## src/rtl/mask_region_counter_pkg.sv

```systemverilog
// Shared types and constants for the mask region counter.
// Holds the FSM state enums, default sizes and the region-index width.
package mask_region_counter_pkg;

    localparam int N_REGIONS_DEF = 11;
    localparam int CNT_W_DEF     = 16;
    localparam int REGION_W      = 4;

    typedef enum logic {
        IDLE,
        ACCUM
    } acc_state_t;

    typedef enum logic {
        EMPTY,
        DRAIN
    } out_state_t;

endpackage

```

## src/rtl/mask_region_sat_cnt.sv

```systemverilog
// One saturating per-region counter with load/clear and a sticky sat flag.
// Ports: clk, rst_n, load (count <= inc), clear (count <= 0), inc,
//        count/sat (current), next_count/next_sat (current + inc, saturated).
module mask_region_sat_cnt #(
    parameter int CNT_W = 16
) (
    input  logic             clk,
    input  logic             rst_n,
    input  logic             load,
    input  logic             clear,
    input  logic             inc,
    output logic [CNT_W-1:0] count,
    output logic             sat,
    output logic [CNT_W-1:0] next_count,
    output logic             next_sat
);

    localparam logic [CNT_W-1:0] MAX = '1;

    logic [CNT_W-1:0] load_count;

    always_comb begin
        next_count = count;
        if (inc && (count != MAX)) begin
            next_count = count + 1'b1;
        end
        next_sat   = sat | (next_count == MAX);
        load_count = CNT_W'(inc);
    end

    // load wins over clear: a frame_start pixel belongs to the new frame
    always_ff @(posedge clk or negedge rst_n) begin
        if (!rst_n) begin
            count <= '0;
            sat   <= 1'b0;
        end else if (load) begin
            count <= load_count;
            sat   <= (load_count == MAX);
        end else if (clear) begin
            count <= '0;
            sat   <= 1'b0;
        end else begin
            count <= next_count;
            sat   <= next_sat;
        end
    end

endmodule

```

## src/rtl/mask_region_counter.sv

```systemverilog
// Counts foreground pixels per mask region over a frame, snapshots at
// frame_end and streams one region per beat over valid/ready.
// Inputs: clk, rst_n, tv_x, tv_y, pix_valid, pix_fg, mask, frame_start,
//         frame_end, out_ready.
// Outputs: out_valid, out_region, out_count, out_sat, out_last, frame_drop.
// Optional macro MASK_REGION_WINDOW_EN restricts counting to a pixel window.
module mask_region_counter
    import mask_region_counter_pkg::*;
#(
    parameter int         N_REGIONS = N_REGIONS_DEF,
    parameter int         CNT_W     = CNT_W_DEF,
    parameter logic [9:0] WIN_X0    = 10'd0,
    parameter logic [9:0] WIN_X1    = 10'd639,
    parameter logic [9:0] WIN_Y0    = 10'd0,
    parameter logic [9:0] WIN_Y1    = 10'd479
) (
    input  logic                 clk,
    input  logic                 rst_n,
    input  logic [9:0]           tv_x,
    input  logic [9:0]           tv_y,
    input  logic                 pix_valid,
    input  logic                 pix_fg,
    input  logic [N_REGIONS-1:0] mask,
    input  logic                 frame_start,
    input  logic                 frame_end,
    output logic                 out_valid,
    input  logic                 out_ready,
    output logic [REGION_W-1:0]  out_region,
    output logic [CNT_W-1:0]     out_count,
    output logic                 out_sat,
    output logic                 out_last,
    output logic                 frame_drop
);

    acc_state_t acc_state, acc_next;
    out_state_t out_state, out_next;

    logic                 armed;
    logic                 in_win;
    logic                 count_en;
    logic                 pix_hit;
    logic [N_REGIONS-1:0] inc;

    logic [CNT_W-1:0]     live_cnt [N_REGIONS];
    logic [CNT_W-1:0]     live_nxt [N_REGIONS];
    logic [N_REGIONS-1:0] live_sat;
    logic [N_REGIONS-1:0] live_nsat;

    logic [CNT_W-1:0]     snap_cnt [N_REGIONS];
    logic [N_REGIONS-1:0] snap_sat;

    logic [REGION_W-1:0]  idx;
    logic                 draining;
    logic                 is_last;
    logic                 accept;
    logic                 last_done;
    logic                 take_snap;

`ifdef MASK_REGION_WINDOW_EN
    assign in_win = (tv_x >= WIN_X0) && (tv_x <= WIN_X1) &&
                    (tv_y >= WIN_Y0) && (tv_y <= WIN_Y1);
`else
    logic unused_win;
    assign in_win     = 1'b1;
    assign unused_win = ^{tv_x, tv_y, WIN_X0, WIN_X1, WIN_Y0, WIN_Y1};
`endif

    // armed drops at frame_end so pixels between frames are ignored
    assign count_en = frame_start | ((acc_state == ACCUM) & armed);
    assign pix_hit  = pix_valid & pix_fg & in_win & count_en;
    assign inc      = mask & {N_REGIONS{pix_hit}};

    for (genvar i = 0; i < N_REGIONS; i++) begin : g_cnt
        mask_region_sat_cnt #(
            .CNT_W(CNT_W)
        ) u_cnt (
            .clk       (clk),
            .rst_n     (rst_n),
            .load      (frame_start),
            .clear     (frame_end),
            .inc       (inc[i]),
            .count     (live_cnt[i]),
            .sat       (live_sat[i]),
            .next_count(live_nxt[i]),
            .next_sat  (live_nsat[i])
        );
    end

    always_comb begin
        acc_next = acc_state;
        unique case (acc_state)
            IDLE:    if (frame_start) acc_next = ACCUM;
            ACCUM:   acc_next = ACCUM;
            default: acc_next = IDLE;
        endcase
    end

    always_ff @(posedge clk or negedge rst_n) begin
        if (!rst_n) begin
            acc_state <= IDLE;
            armed     <= 1'b0;
        end else begin
            acc_state <= acc_next;
            if (frame_start) begin
                armed <= 1'b1;
            end else if (frame_end) begin
                armed <= 1'b0;
            end
        end
    end

    assign draining  = (out_state == DRAIN);
    assign is_last   = (idx == REGION_W'(N_REGIONS - 1));
    assign accept    = draining & out_ready;
    assign last_done = accept & is_last;
    assign take_snap = frame_end & (~draining | last_done);

    always_comb begin
        out_next = out_state;
        unique case (out_state)
            EMPTY:   if (frame_end) out_next = DRAIN;
            DRAIN:   if (last_done) out_next = frame_end ? DRAIN : EMPTY;
            default: out_next = EMPTY;
        endcase
    end

    always_ff @(posedge clk or negedge rst_n) begin
        if (!rst_n) begin
            out_state  <= EMPTY;
            idx        <= '0;
            frame_drop <= 1'b0;
            snap_sat   <= '0;
            for (int i = 0; i < N_REGIONS; i++) begin
                snap_cnt[i] <= '0;
            end
        end else begin
            out_state  <= out_next;
            frame_drop <= frame_end & draining & ~last_done;
            if (accept) begin
                idx <= is_last ? '0 : idx + 1'b1;
            end
            // a coincident frame_start pixel goes to the new frame
            if (take_snap) begin
                for (int i = 0; i < N_REGIONS; i++) begin
                    snap_cnt[i] <= frame_start ? live_cnt[i] : live_nxt[i];
                    snap_sat[i] <= frame_start ? live_sat[i] : live_nsat[i];
                end
            end
        end
    end

    assign out_valid  = draining;
    assign out_region = draining ? idx : '0;
    assign out_count  = draining ? snap_cnt[idx] : '0;
    assign out_sat    = draining & snap_sat[idx];
    assign out_last   = draining & is_last;

endmodule

```

## config.mk

```make
export PLATFORM = sky130hd
export DESIGN_NAME = mask_region_counter
export DESIGN_NICKNAME = d
export VERILOG_FILES = /design/src/rtl/mask_region_counter_pkg.sv /design/src/rtl/mask_region_sat_cnt.sv /design/src/rtl/mask_region_counter.sv
export SDC_FILE = /design/constraint.sdc
export NUM_CORES = 1
export LEC_CHECK = 0
export CORE_MARGIN = 8
export CORE_UTILIZATION = 30
export CTS_CLUSTER_SIZE = 14
export DETAILED_ROUTE_END_ITERATION = 6
export PLACE_DENSITY = 0.54
export SYNTH_ARGS = -nofsm -noshare
export SYNTH_HDL_FRONTEND = slang
export SYNTH_HIERARCHICAL = 1
export SYNTH_SLANG_ARGS = --single-unit
```

## constraint.sdc

```tcl
create_clock -name clk -period 2.7 [get_ports clk]
set_input_delay 0.405 -clock clk [delete_from_list [all_inputs] [get_ports clk]]
set_output_delay 0.405 -clock clk [all_outputs]
set_load 0.01 [all_outputs]
```

Word level (Yosys, flattened, before mapping)
Index checks and enable logic that the tools add are counted.
{"block": "classes", "reduce_logical": 12, "n_bitwise": 28, "n_addsub": 12, "eq_ne": 23, "mux": 92, "magnitude_cmp": 2}
{"op": "$mux 16", "count": 47}
{"op": "$add 16x1->16 const B", "count": 11}
{"op": "$eq 16x16->1 const B", "count": 11}
{"op": "$ne 16x16->1 const B", "count": 11}
{"op": "$bmux 16 s4", "count": 1}
{"op": "$mux 1", "count": 39}
{"op": "$or 1x1->1", "count": 13}
{"op": "$and 11x11->11", "count": 1}
{"op": "$logic_and 1x1->1", "count": 11}
{"op": "$and 1x1->1", "count": 10}
{"op": "$mux 4", "count": 2}
{"op": "$ge 5x5->1 const B", "count": 1}
{"op": "$lt 4x5->1 const B", "count": 1}
{"op": "$not 4->5", "count": 1}
{"op": "$add 4x1->4 const B", "count": 1}
{"op": "$bmux 1 s4", "count": 1}
{"op": "$eq 4x4->1 const B", "count": 1}
{"op": "$pmux 1 s2", "count": 2}
{"op": "$not 1->1", "count": 3}
{"op": "$reduce_bool 2->1", "count": 1}
{"block": "totals", "wordCells": 208, "register_bits": 382}

Longest topological paths before layout
Gate-level depths: netlist of the first run.
{"block": "depth", "word_depth": 10, "ltp_mapped": 13, "depth_no_buf": 11}

Hierarchy
Netlist of the first run, hierarchy kept.
{"module": "mask_region_sat_cnt", "instances": 11, "area_each_um2": 1159.9, "cells_each": 125}
{"module": "mask_region_counter", "instances": 1, "area_each_um2": 11364.6, "cells_each": 1101}

Worst setup path before layout of the first run
Ideal clock, no wire load.
{"block": "synth_timing", "kind": "input to register", "start": "input port frame_start", "end": "register snap_sat[0]", "t_arrival_ps": 2643, "t_required_ps": 2575, "path_stages": 13, "path_slack_ps": -68, "path_cell_list": "buf_2 > a21oi_1 > nor2_1 > clkbuf_1 > and2_1 > nand4_4 > nor4_4 > mux2i_1 > nor3_1 > and4_1 > a41o_1 > mux2i_1 > o21ai_2"}
{"block": "synth_between", "elab_chain_cells": 8}
{"item": "start, declared", "line_no": "mask_region_counter.sv:24", "rtl": "input logic frame_start,"}
{"item": "$or 1x1->1", "line_no": "mask_region_counter.sv:69", "rtl": "assign count_en = frame_start | ((acc_state == ACCUM) & armed);"}
{"item": "$and 1x1->1", "line_no": "mask_region_counter.sv:70", "rtl": "assign pix_hit = pix_valid & pix_fg & in_win & count_en;"}
{"item": "$and 11x11->11", "line_no": "mask_region_counter.sv:71", "rtl": "assign inc = mask & {N_REGIONS{pix_hit}};"}
{"item": "net inc[0]", "line_no": "mask_region_counter.sv:42", "rtl": "logic [N_REGIONS-1:0] inc;"}
{"item": "$logic_and 1x1->1", "line_no": "mask_region_sat_cnt.sv:24", "rtl": "if (inc && (count != MAX)) begin"}
{"item": "$mux 16", "line_no": "mask_region_sat_cnt.sv:24"}
{"item": "$eq 16x16->1", "line_no": "mask_region_sat_cnt.sv:27", "rtl": "next_sat = sat | (next_count == MAX);"}
{"item": "$or 1x1->1", "line_no": "mask_region_sat_cnt.sv:27"}
{"item": "net live_nsat[0]", "line_no": "mask_region_counter.sv:47", "rtl": "logic [N_REGIONS-1:0] live_nsat;"}
{"item": "$mux 1", "line_no": "mask_region_counter.sv:146", "rtl": "snap_sat[i] <= frame_start ? live_sat[i] : live_nsat[i];"}
{"item": "end signal, assigned by index", "line_no": "mask_region_counter.sv:146"}
{"item": "end, declared", "line_no": "mask_region_counter.sv:50", "rtl": "logic [N_REGIONS-1:0] snap_sat;"}
The timed path passes the listed nets, and every way through them passes these cells.
A chain may end at the register's enable or synchronous reset.

Worst setup path after layout of the first run
{"block": "layout_timing", "start": "register idx[0]", "end": "output port out_count[5]"}
{"block": "layout_between", "elab_chain_cells": 5}
{"item": "start, declared", "line_no": "mask_region_counter.sv:52", "rtl": "logic [REGION_W-1:0] idx;"}
{"item": "start signal, assigned", "line_no": "mask_region_counter.sv:140", "rtl": "idx <= is_last ? '0 : idx + 1'b1;"}
{"item": "$not 4->5 (implied by the code)", "line_no": "mask_region_counter.sv:154", "rtl": "assign out_count = draining ? snap_cnt[idx] : '0;"}
{"item": "$bmux 16 s4", "line_no": "mask_region_counter.sv:154"}
{"item": "$mux 16 (implied by the code) (2 in series)", "line_no": "mask_region_counter.sv:154"}
{"item": "$mux 16", "line_no": "mask_region_counter.sv:154"}
{"item": "end, declared", "line_no": "mask_region_counter.sv:29", "rtl": "output logic [CNT_W-1:0] out_count,"}
Every way passes these cells. The select of a mux whose other input is x is not followed.

==> results of run 1 <==
report_power, final:
group	leakage, nW	internal (W)	switching, W
Sequential	5.30	0.00586	0.000161
Clock	0.737	0.00369	0.00257
Combinational	7.02	0.00261	0.00297
per-layer routing:
metal  vias to the layer above  wire [um]
met2                       516      33290
met5                         -          0
met3                        92       4225
met1                     10030      36220
met4                         0       1661
li1                       9413          -
sequential cells by signal (all words and copies together) (netlist names):
signal / count
g_cnt.u_cnt/count: 176
acc_state: 1
armed: 1
snap_sat: 11
g_cnt.u_cnt/sat: 11
frame_drop: 1
out_valid: 1
idx: 4
snap_cnt: 176
worst max path at each step:
stage | start | to | slack (ns) | depth (start not counted)
after floorplan | frame_start | snap_sat[0] | 0.06 | 13
after CTS | idx[0] | out_count[5] | -0.21 | 8
after detailed placement | pix_valid | snap_sat[10] | -0.55 | 13
after global placement | pix_valid | snap_sat[4] | -0.53 | 13
after global routing | idx[0] | out_count[5] | -0.23 | 8
final | idx[0] | out_count[5] | -0.17 | 8
logic make-up (layout without fill, tap and decap cells):
| kind of cell | count (synthesis) | count (layout) | share of synthesized area, % |
|---|---|---|---|
| AO/OA/AOI/OAI | 626 | 626 | 16.73 |
| XOR/XNOR | 101 | 101 | 3.667 |
| adder cells (fa/ha/maj) | 11 | 11 | 0.5705 |
| buffers and inverters | 256 | 497 | 5.659 |
| flip-flops | 382 | 382 | 39.63 |
| multiplexers | 317 | 317 | 13.21 |
| AND/OR/NAND/NOR | 783 | 783 | 20.53 |
layout make-up:
type	count	area share [%]
flip-flops and latches	382	31.95
clock inverters	16	0.6226
repair buffers	324	10.63
well taps	1060	4.429
multi-input cells	1838	46.81
clock buffers	66	4.400
inverters	91	1.149
timing repair:
action / CTS / global route
resized for setup: 260 / 74
hold buffers: 1 / 0
setup endpoints to repair: 19 / 190
buffers inserted: 9 / 17
pin swaps: 52 / 43
hold endpoints to repair: 60 / 0
cloned: 6 / 6
cell usage in the layout (no fill, tap or decap), types with 12 or more instances in the layout:
cell type / instances
a22oi_2: 12
nand3_1: 49
clkbuf_16: 52
nand3_4: 13
and2_2: 20
mux2i_1: 271
nand4_1: 44
and2_1: 128
xor2_1: 23
o21ai_1: 41
mux2i_4: 13
nor4_2: 12
nand3_2: 13
nor3_2: 13
a21oi_2: 12
nor4_1: 21
nand4_4: 22
a2bb2oi_2: 14
inv_1: 90
dfrtp_1: 378
nand2_1: 150
a41oi_1: 15
nand3b_1: 22
a31oi_1: 32
o21ai_2: 91
o21ai_0: 299
buf_6: 28
clkbuf_1: 12
buf_12: 25
mux2i_2: 22
clkdlybuf4s50_1: 19
nor3_1: 53
xnor2_1: 78
or2_2: 13
nor2_1: 112
buf_4: 231
stage by stage:
step | worst slack [ns] | instances | setup TNS [ns] | cell area, um2
3_5_place_dp | -0.5501 | 3662 | -46.15 | 26980
3_3_place_gp | -0.5263 | 3662 | -46.23 | 26980
2_1_floorplan | 0.05840 | 2476 | 0 | 24140
6_report | -0.1686 | 3777 | -1.973 | 29940
5_1_grt | -0.2336 | 3777 | -2.971 | 29940
4_1_cts | -0.2129 | 3758 | -3.220 | 29320
==> run_results.csv, run 1 <==
group,metric,value,unit
run_status,status,"complete, but fails checks",
run_status,violations,"setup timing",
global_routing,met2_usage,24.04,%
clock_network,clk_latency,0.59,ns
synthesis,seq_area_frac_synth,39.63,%
synthesis,avgSynthCellArea,9.743,um2
synthesis,synth_most_common_cell,"dfrtp_1",
critical_path,path_class,"register to primary output",
final_layout,regArea,9567,um2
synthesis,synthesis.area,24120,um2
sta,finalCritPeriodShare,106.2,%
sta,fin_crit,2.869,ns
global_routing,antenna_found_initial,2,
global_routing,grt_pass1_vias,19610,
die,initial_core_util,30.14,%
sta,hold_viol,0,
die,io_pins,62,
final_layout,final_nets,2733,
clock_network,path_clk_slew,0.06,ns
drt,wl,75400,um
critical_path,crit_chain,"buf_12 > and4bb_4 > buf_12 > buf_8 > a2bb2oi_2 > a21boi_1 > buf_4 > buf_6",
final_layout,finalCoreUtilization,37.42,%
global_routing,grt_max_degree,118,
die,dieArea,89740,um2
sta,layout_setup_ws,-0.1686,ns
final_layout,n_fill_cell,7925,
synthesis,ys_top_cells_by_count,"dfrtp_1 (382), o21ai_0 (330), mux2i_1 (306), nand2_1 (152), and2_1 (139)",
flow_run,maxCapViolCount,0,
sta,rsz0062_at_grt,"yes",
drt,route.vias.total,20050,
synthesis,ys_warn_count,6,
pwr,power.leakage,13.06,nW
drt,drt_iter0_markers,1404,
critical_path,cp-end-kind,"primary output",
global_routing,grt-ovfl-total,0,
critical_path,reg2reg_to,"snap_cnt[76]",
clock_network,htree_levels,2,
sta,final.setup_skew,0.03548,ns
critical_path,cp_top_family,"buffers and inverters",
die,die_w,299.6,um
synthesis,ys_ff_latch,382,
critical_path,cp_slowest_stage_delay,0.57,ns
critical_path,cpMostUsedCell,"buf_12",
min_path,hp-class,"primary input to async pin",
critical_path,critPathLaunchType,"register",
global_routing,gr-usage-met3,2.928,%
synthesis,synth_flop_cell,"dfrtp_1",
pwr,power,0.01787,W
die,die_y,299.6,um
drt,avgRoutedWirePerCell,19.96,um
sta,fmax,348.6,MHz
placement,hpwl,51900,um
clock_network,clkSinkCount,382,
clock_network,numCtsBuffers,47,
synthesis,ys_async_sr_fraction,100.0,%
critical_path,crit_fanout,7,
global_routing,grt_use_met1,23.85,%
critical_path,crit_slowest_cell,"dfrtp_4",
synthesis,syn_nets,2525,
clock_network,cts_tree,"built",
critical_path,crit_required,2.30,ns
global_routing,grt_usage,16.08,%
final_layout,syn_to_final_growth,24.12,%
global_routing,grt_first_pass_wirelength,117000,um
die,rows,104,
synthesis,synth-edff-count,0,
sta,final_max_slew_viol_count,0,
global_routing,grt.busiest_layer,"met2",
drt,postRouteAntennaNets,0,
synthesis,synth.area.top_cells,"dfrtp_1 (40%), mux2i_1 (13%), o21ai_0 (6.8%)",
critical_path,path_buf_inv,5,
critical_path,reg2reg_from,"idx[0]",
critical_path,reg2regPathDepth,9,
placement,port_buffers,41,
pwr,cellPowerDensity,596.9,nW/um2
sta,max_slew.worst_pin.slew,0.9356,ns
sta,hold_ws,0.3770,ns
drt,drc,0,
clock_network,root_buffer,"clkbuf_16",
drt,vias_per_cell,5.308,
drt,drt_first_pass_iters,5,
synthesis,synth_cell_type_count,58,
critical_path,crit_arrival,2.46,ns
final_layout,antenna_cells,0,
synthesis,synth_top_area_share,39.63,%
sta,slew_headroom,37.63,%
final_layout,drive_gt1_share,27.09,%
clock_network,clockBufferDepth,3,
final_layout,multi_input_area,14020,um2
die,coreArea,80030,um2
synthesis,synthCells,2476,
sta,setup_viol,17,
synthesis,synth_top_cell_by_area,"dfrtp_1",
pwr,vdd_ir_drop_max,0.0004393,V
critical_path,r2r_slack,0.08,ns
placement,place.gp.congestion,0.8982,
No activity file was read; power rests on OpenSTA's default activity.
==> inputs of run 2 (changes only) <==
--- a/config.mk
+++ b/config.mk
@@ -5,6 +5,7 @@
 export SDC_FILE = /design/constraint.sdc
 export NUM_CORES = 1
 export LEC_CHECK = 0
+export ABC_CLOCK_PERIOD_IN_PS = 2700
 export CORE_MARGIN = 8
 export CORE_UTILIZATION = 30
 export CTS_CLUSTER_SIZE = 14
==> results of run 2 <==
The final DEF is identical to that of run 1; final timing and power are the same.
